--- config.mk ---
export PLATFORM = sky130hd
export DESIGN_NAME = aes_frame_packer
export DESIGN_NICKNAME = d
export VERILOG_FILES = /design/src/rtl/aes_frame_packer.sv
export SDC_FILE = /design/constraint.sdc
export NUM_CORES = 1
export LEC_CHECK = 0
export CAP_MARGIN = 10
export CORE_AREA = 8 8 208 210
export DETAILED_ROUTE_END_ITERATION = 16
export DIE_AREA = 0 0 216 218
export PLACE_DENSITY = 0.87
export SYNTH_ARGS = -nofsm -noshare
export SYNTH_HDL_FRONTEND = slang
export SYNTH_SLANG_ARGS = --single-unit
--- constraint.sdc ---
create_clock -name clk_main_a0 -period 3.15 [get_ports clk_main_a0]
set_clock_uncertainty 0.1 [all_clocks]
set_input_delay 0.63 -clock clk_main_a0 [delete_from_list [all_inputs] [get_ports clk_main_a0]]
set_output_delay 0.63 -clock clk_main_a0 [all_outputs]
set_load 0.01 [all_outputs]
--- src/rtl/aes_frame_packer.sv ---
// Frames 32-bit host FIFO words into 128-bit key/plaintext blocks for the AES core,
// and unpacks 128-bit core results into four 32-bit return-FIFO words.
module aes_frame_packer #(
    parameter int unsigned ERR_W = 8
) (
    input  logic             clk_main_a0,
    input  logic             rst_main_n_sync,
    input  logic             data_empty,
    output logic             data_rd,
    input  logic [31:0]      data_din,
    input  logic             data_full,
    output logic             data_wr,
    output logic [31:0]      data_dout,
    output logic [127:0]     key_out,
    output logic             key_valid,
    output logic [127:0]     blk_out,
    output logic             blk_valid,
    input  logic             blk_ready,
    input  logic [127:0]     res_in,
    input  logic             res_valid,
    output logic             res_ready,
    output logic [ERR_W-1:0] err_cnt,
    output logic             key_loaded
);

    typedef enum logic [1:0] {StIdle, StHdr, StPayload, StIssue} in_state_e;
    typedef enum logic {OutIdle, OutWords} out_state_e;

    localparam logic [3:0] OpLoadKey = 4'h1;
    localparam logic [3:0] OpEncrypt = 4'h2;

    in_state_e        in_state_q, in_state_d;
    logic             rd_pending_q, rd_pending_d;
    logic [1:0]       wcnt_q, wcnt_d;
    logic [95:0]      asm_q, asm_d;
    logic             is_key_q, is_key_d;
    logic [127:0]     key_q, key_d;
    logic             key_valid_q, key_valid_d;
    logic [127:0]     blk_q, blk_d;
    logic             key_loaded_q, key_loaded_d;
    logic [ERR_W-1:0] err_q, err_d;
    logic             err_inc;
    logic [127:0]     full_word;

    out_state_e       out_state_q, out_state_d;
    logic [1:0]       ocnt_q, ocnt_d;
    logic [127:0]     shreg_q, shreg_d;

    // Pending flag guarantees the popped word is captured before the next pop.
    assign data_rd   = (in_state_q == StHdr || in_state_q == StPayload) &&
                       !data_empty && !rd_pending_q;
    assign full_word = {asm_q, data_din};

    assign key_out    = key_q;
    assign key_valid  = key_valid_q;
    assign blk_out    = blk_q;
    assign blk_valid  = (in_state_q == StIssue);
    assign err_cnt    = err_q;
    assign key_loaded = key_loaded_q;

    assign data_wr   = (out_state_q == OutWords) && !data_full;
    assign data_dout = shreg_q[127:96];
    assign res_ready = (out_state_q == OutIdle);

    always_comb begin
        in_state_d   = in_state_q;
        rd_pending_d = data_rd;
        wcnt_d       = wcnt_q;
        asm_d        = asm_q;
        is_key_d     = is_key_q;
        key_d        = key_q;
        key_valid_d  = 1'b0;
        blk_d        = blk_q;
        key_loaded_d = key_loaded_q;
        err_inc      = 1'b0;
        err_d        = err_q;

        case (in_state_q)
            StIdle: in_state_d = StHdr;
            StHdr: begin
                if (rd_pending_q) begin
                    case (data_din[31:28])
                        OpLoadKey: begin
                            is_key_d   = 1'b1;
                            wcnt_d     = 2'd0;
                            in_state_d = StPayload;
                        end
                        OpEncrypt: begin
                            is_key_d   = 1'b0;
                            wcnt_d     = 2'd0;
                            in_state_d = StPayload;
                        end
                        default: err_inc = 1'b1;
                    endcase
                end
            end
            StPayload: begin
                if (rd_pending_q) begin
                    asm_d  = full_word[95:0];
                    wcnt_d = wcnt_q + 2'd1;
                    if (wcnt_q == 2'd3) begin
                        if (is_key_q) begin
                            key_d        = full_word;
                            key_valid_d  = 1'b1;
                            key_loaded_d = 1'b1;
                            in_state_d   = StHdr;
                        end else if (key_loaded_q) begin
                            blk_d      = full_word;
                            in_state_d = StIssue;
                        end else begin
                            err_inc    = 1'b1;
                            in_state_d = StHdr;
                        end
                    end
                end
            end
            StIssue: begin
                if (blk_ready) begin
                    in_state_d = StHdr;
                end
            end
            default: in_state_d = StIdle;
        endcase

        if (err_inc && err_q != {ERR_W{1'b1}}) begin
            err_d = err_q + 1'b1;
        end
    end

    always_comb begin
        out_state_d = out_state_q;
        ocnt_d      = ocnt_q;
        shreg_d     = shreg_q;

        case (out_state_q)
            OutIdle: begin
                if (res_valid) begin
                    shreg_d     = res_in;
                    ocnt_d      = 2'd0;
                    out_state_d = OutWords;
                end
            end
            OutWords: begin
                if (data_wr) begin
                    shreg_d = {shreg_q[95:0], 32'h0};
                    ocnt_d  = ocnt_q + 2'd1;
                    if (ocnt_q == 2'd3) begin
                        out_state_d = OutIdle;
                    end
                end
            end
            default: out_state_d = OutIdle;
        endcase
    end

    always_ff @(posedge clk_main_a0 or negedge rst_main_n_sync) begin
        if (!rst_main_n_sync) begin
            in_state_q   <= StIdle;
            rd_pending_q <= 1'b0;
            wcnt_q       <= 2'd0;
            asm_q        <= '0;
            is_key_q     <= 1'b0;
            key_q        <= '0;
            key_valid_q  <= 1'b0;
            blk_q        <= '0;
            key_loaded_q <= 1'b0;
            err_q        <= '0;
            out_state_q  <= OutIdle;
            ocnt_q       <= 2'd0;
            shreg_q      <= '0;
        end else begin
            in_state_q   <= in_state_d;
            rd_pending_q <= rd_pending_d;
            wcnt_q       <= wcnt_d;
            asm_q        <= asm_d;
            is_key_q     <= is_key_d;
            key_q        <= key_d;
            key_valid_q  <= key_valid_d;
            blk_q        <= blk_d;
            key_loaded_q <= key_loaded_d;
            err_q        <= err_d;
            out_state_q  <= out_state_d;
            ocnt_q       <= ocnt_d;
            shreg_q      <= shreg_d;
        end
    end

endmodule

# Yosys cells after proc, flatten, opt, wreduce, memory -nomap -nowiden
# Index checks and enable logic that the tools add are counted.
# Widths: inputs -> output; s select.
[totals]
regBits = 499
out_inout_bits = 302
elab_cells = 86
[classes]
n_addsub = 3
eq_ne = 15
mux = 34
bitwise_logic = 2
n_reduce_logical = 19
[op_table]
columns = ["op", "n"]
rows = [
  ["$mux 128", 2],
  ["$pmux 128 s2", 1],
  ["$mux 2", 12],
  ["$mux 1", 13],
  ["$ne 2x2->1 const B", 5],
  ["$reduce_and 5->1", 2],
  ["$add 8x1->8 const B", 1],
  ["$eq 2x2->1 const B", 4],
  ["$ne 8x8->1 const B", 1],
  ["$pmux 2 s2", 2],
  ["$pmux 2 s4", 1],
  ["$reduce_and 4->1", 2],
  ["$pmux 1 s2", 3],
  ["$add 2x1->2 const B", 2],
  ["$eq 4x1->1 const B", 1],
  ["$eq 4x2->1 const B", 1],
  ["$logic_and 1x1->1", 4],
  ["$ne 2x1->1 const B", 2],
  ["$reduce_and 2->1", 2],
  ["$reduce_bool 2->1", 2],
  ["$logic_not 1->1", 3],
  ["$reduce_and 3->1", 1],
  ["$eq 2x1->1 const B", 1],
  ["$logic_not 2->1", 1],
  ["other kinds (3)", 4],
]

# Logic depth before layout (Yosys ltp)
[depth]
ltp_word = 6
mapped_depth = 9
ltp_nobuf = 6

# Worst setup path before layout
# OpenSTA, ideal clock, no wires.
[synth_timing]
kind = "in2reg"
from = "input data_din[29]"
to = "register in_state_q[1]"
setup_ns = 0.127
t_arrival_ns = 1.971
t_required_ns = 2.923
setup_slack_ns = 0.952
cell_stages = 4
n_path_buf = 0
cell_sequence = "xnor2_1 -> or4b_1 -> a222oi_1 -> mux2_1"
[synth_via]
elab_chain_cells = 4
[synth_rtl]
columns = ["element", "line", "source"]
rows = [
  ["start, declared", "10", "input logic [31:0] data_din,"],
  ["$eq 4x2->1 / $eq 4x1->1 (equally long branches)", "82", "case (data_din[31:28])"],
  ["$reduce_or 2->1 (no source line) (*)", "-", ""],
  ["$ne 2x2->1 (no source line) (*)", "-", ""],
  ["$reduce_and 5->1 (no source line) (*)", "-", ""],
  ["end signal, assigned", "158", "in_state_q <= StIdle;"],
  ["end signal, assigned", "172", "in_state_q <= in_state_d;"],
  ["end, declared", "32", "in_state_e in_state_q, in_state_d;"],
]
# Every way passes the cells marked *; elsewhere a longest branch is shown, timed or not.
# A chain may end at the register's enable or synchronous reset.

# Worst setup path after layout
[layout_timing]
from = "register in_state_q[0]"
to = "output data_rd"
[layout_via]
elab_chain_cells = 4
[layout_rtl]
columns = ["element", "line", "source"]
rows = [
  ["$eq 2x1->1 / $eq 2x2->1 (equally long branches)", "50", "assign data_rd = (in_state_q == StHdr || in_state_q == StPayload) &&"],
  ["$logic_or 1x1->1 (*)", "50", ""],
  ["$logic_and 1x1->1 (*)", "50", ""],
  ["$logic_and 1x1->1 (*)", "51", "!data_empty && !rd_pending_q;"],
  ["end, declared", "9", "output logic data_rd,"],
]
# Marks and branches as above.

==> impl_metrics.py <==
metrics = {
    "route": {
        "drt_wl_total_mm": 59.8,
        "dr.pass1.iters": 6,
        "first_iter_violations": 1158,
        "drcViolationCount": 0,
        "ant_nets": 0,
        "viasPerCell": 5.39,
        "avgRoutedWirePerCell_um": 22.8,
        "via_count": 14100,
    },
    "clocking": {
        "cts_root_buf": "clkbuf_16",
        "clkSlewWorstSetupHoldPaths_ns": 0.06,
        "cts_buffers": 51,
        "clock_sinks": 499,
        "htreeDepth": 2,
        "insertion_delay_ns": 0.61,
        "cts_setup_buffers": 0,
        "tritoncts": "done",
        "cts_buffer_depth": 3,
    },
    "synthesis": {
        "yosysUniqueCellTypes": 35,
        "syn_area_mm2": 0.0197,
        "ys_ff_latch": 499,
        "synth_nets": 1795,
        "syn_avg_cell_area_um2": 12.1,
        "ys_seq_area_share_pct": 63.5,
        "synthCells": 1622,
        "ys_warn_count": 0,
    },
    "worst_setup_path": {
        "regToRegEndpoint": "blk_out[112]$_DFFE_PN0P_",
        "cp-end-kind": "output pin",
        "cpPeakStageDelay_ns": 0.59,
        "path_buf_inv": 2,
        "start_kind": "register",
        "rr_worst_depth": 6,
        "slowest_stage": "clkdlybuf4s50_1",
        "reg2reg_slack_ns": 0.66,
        "critPathRequiredTime_ns": 2.42,
        "cp_cell_sequence": "inv_1, ha_1, nor3_2, clkdlybuf4s50_1",
        "r2r-start": "in_state_q[0]$_DFFE_PN0P_",
        "worstPathArrival_ns": 2.28,
        "path_delay_family": "buffers and inverters",
        "critPathKind": "reg2out",
        "cp_max_fo": 4,
    },
    "power_and_ir_drop": {
        "power.leakage_uw": 0.0130,
        "power_density_mw_per_mm2": 724,
        "ir_worst_vdd_v": 0.000603,
    },
    "floorplanning": {
        "ios": 468,
        "initial_core_util_pct": 48.9,
        "core.rowCount": 74,
        "core_area_mm2": 0.0402,
        "die_area_mm2": 0.0471,
        "die_h_um": 218,
        "die_w_um": 216,
    },
    "placement": {
        "dp_hpwl_mm": 41.0,
        "pre_cts_ws_ns": 0.347,
        "gp_congestion": 0.843,
        "dp.cells": 2533,
        "port_buffers": 467,
    },
    "timing": {
        "finalCritPeriodShare_pct": 95.6,
        "tightestPinTransition_ns": 0.667,
        "maxSlewHeadroom_pct": 55.5,
        "fin_setup_tns_ns": 0,
        "finalHoldViolations": 0,
        "finalSetupViolations": 0,
        "fin_crit_ns": 3.01,
        "slew_viol_final": 0,
        "fin_ws_ns": 0.139,
        "rsz0062_at_grt": "no",
        "max_freq_mhz": 332,
    },
    "finish": {
        "fillCellCount": 2739,
        "area_growth_pct": 35.3,
        "fin_nets": 2228,
        "multi_input_area_mm2": 0.00656,
        "seq_area_mm2": 0.0125,
        "drive_gt1_share_pct": 17.0,
        "diodes": 0,
        "stdcell_count": 2625,
    },
    "run": {
        "cap_violations": 0,
    },
    "global_route": {
        "grt_max_degree": 130,
        "overflow": 0,
        "antenna_found_initial": 0,
        "grt_pass1_vias": 15300,
        "grt_pass1_wl_mm": 92.1,
        "grt_use_total_pct": 24.9,
    },
    "hold_path": {
        "hold_end": "key_out[121]$_DFFE_PN0P_",
        "hp-class": "reg2reg",
        "whs_path_depth": 2,
        "worstHoldStart": "key_out[121]$_DFFE_PN0P_",
    },
    "status": {
        "outcome": "completed",
    },
}
[cell usage after synthesis (all sizes together)]
cell | n | area share (%)
dfrtp | 499 | 64
nand2 | 484 | 9.2
mux2 | 229 | 13
mux2i | 98 | 5.0
o21ai | 97 | 2.5
clkbuf | 63 | 1.2
buf | 60 | 1.9
a22o | 33 | 1.5
inv | 9 | 0.17
ha | 7 | 0.45
nor2 | 5 | 0.096
xor2 | 5 | 0.22
nor3 | 4 | 0.10
a21oi | 3 | 0.076
nor2b | 3 | 0.096
nand2b | 2 | 0.064
nand3 | 2 | 0.051
nand4 | 2 | 0.064
nor3b | 2 | 0.076
or2 | 2 | 0.064
or3 | 2 | 0.070
xnor2 | 2 | 0.089
a21o | 1 | 0.038
a222oi | 1 | 0.051
nand3b | 1 | 0.038
nor4b | 1 | 0.045
o2111ai | 1 | 0.045
o221ai | 1 | 0.045
o22ai | 1 | 0.032
or2b | 1 | 0.045
or4b | 1 | 0.051
[per-layer routing]
metal / wire length [µm] / track usage (%)
met4: 1890 / 8.16
met1: 22900 / 29.5
met2: 29800 / 42.4
met5: 0 / 0
met3: 5150 / 8.45
[flip-flops by register name, indices dropped and copies added, names as in the netlist, 2 cells and up]
name and count:
ocnt_q 2, asm_q 96, wcnt_q 2, in_state_q 2
shreg_q 128, key_out 128, blk_out 128, err_cnt 8
[how the worst max path moves through the flow]
stage / from / to / depth (start not counted)
2_1_floorplan: data_din[29] / in_state_q[1]$_DFFE_PN0P_ / 4
3_3_place_gp: data_din[29] / in_state_q[1]$_DFFE_PN0P_ / 5
3_5_place_dp: data_din[29] / in_state_q[1]$_DFFE_PN0P_ / 5
4_1_cts: in_state_q[0]$_DFFE_PN0P_ / data_rd / 4
5_1_grt: in_state_q[0]$_DFFE_PN0P_ / data_rd / 4
6_report: in_state_q[0]$_DFFE_PN0P_ / data_rd / 4
[cell type report]
type                            count  area share (%)
Sequential cell                   499            47.0
Multi-Input combinational cell    991            24.6
Timing Repair Buffer              503            19.4
Clock buffer                       74            5.58
Tap cell                          532            2.50
Clock inverter                     17           0.790
Inverter                            9           0.136
[cells by family (layout without fill, tap and decap cells)]
logic type	count (synthesis)	after routing	share of synthesized area [%]
buffers and inverters	132	603	3.25
AO/OA/AOI/OAI	138	138	4.23
XOR/XNOR	7	7	0.312
multiplexers	327	327	18.1
flip-flops	499	499	63.5
adder cells (fa/ha/maj)	7	7	0.446
AND/OR/NAND/NOR	512	512	10.1
[repair_timing]
item,CTS,global route
hold buffers,1,0
setup endpoints to repair,0,1
hold endpoints to repair,58,0
gates resized for setup,0,1
[cells in the final DEF (no fill, tap or decap), types with 2 or more instances in the layout]
master / n
a21oi_1: 3
a22o_1: 33
buf_12: 16
buf_4: 19
bufinv_16: 2
clkbuf_1: 11
clkbuf_16: 51
clkbuf_8: 12
clkdlybuf4s50_1: 466
clkinv_16: 2
clkinv_2: 9
dfrtp_1: 498
ha_1: 7
inv_1: 8
mux2_2: 228
mux2i_1: 98
nand2_1: 483
nand2b_1: 2
nand3_1: 2
nand4_1: 2
nor2_1: 3
nor2_4: 2
nor2b_1: 2
nor3_1: 3
nor3b_1: 2
o21ai_0: 97
or2_2: 2
xnor2_1: 2
xor2_1: 5
[power by group]
group | total, µW | internal, µW | leakage, µW | switching, µW
registers | 9100 | 7820 | 0.00658 | 1280
clock network | 6050 | 3460 | 0.000833 | 2590
logic | 4090 | 2170 | 0.00561 | 1920
[stage by stage]
step / hold WS (ns) / utilization [%] / total power (µW) / area, µm²
floorplan: 0.234 / - / 11300 / 19700
global placement: 0.358 / 61.9 / 12900 / 24900
detailed placement: 0.362 / 61.9 / 13200 / 24900
CTS: 0.377 / 66.2 / 19400 / 26600
global route: 0.395 / 66.2 / 20100 / 26600
finish: 0.372 / 66.2 / 19200 / 26600
[tightest hold or removal path: cells and delay by family (launching register included)]
| family | cells | cell delay, ns |
|---|---|---|
| flip-flops | 1 | 0.34 |
| AND/OR/NAND/NOR | 2 | 0.10 |
Note: power is estimated with default switching activity, not from simulation.
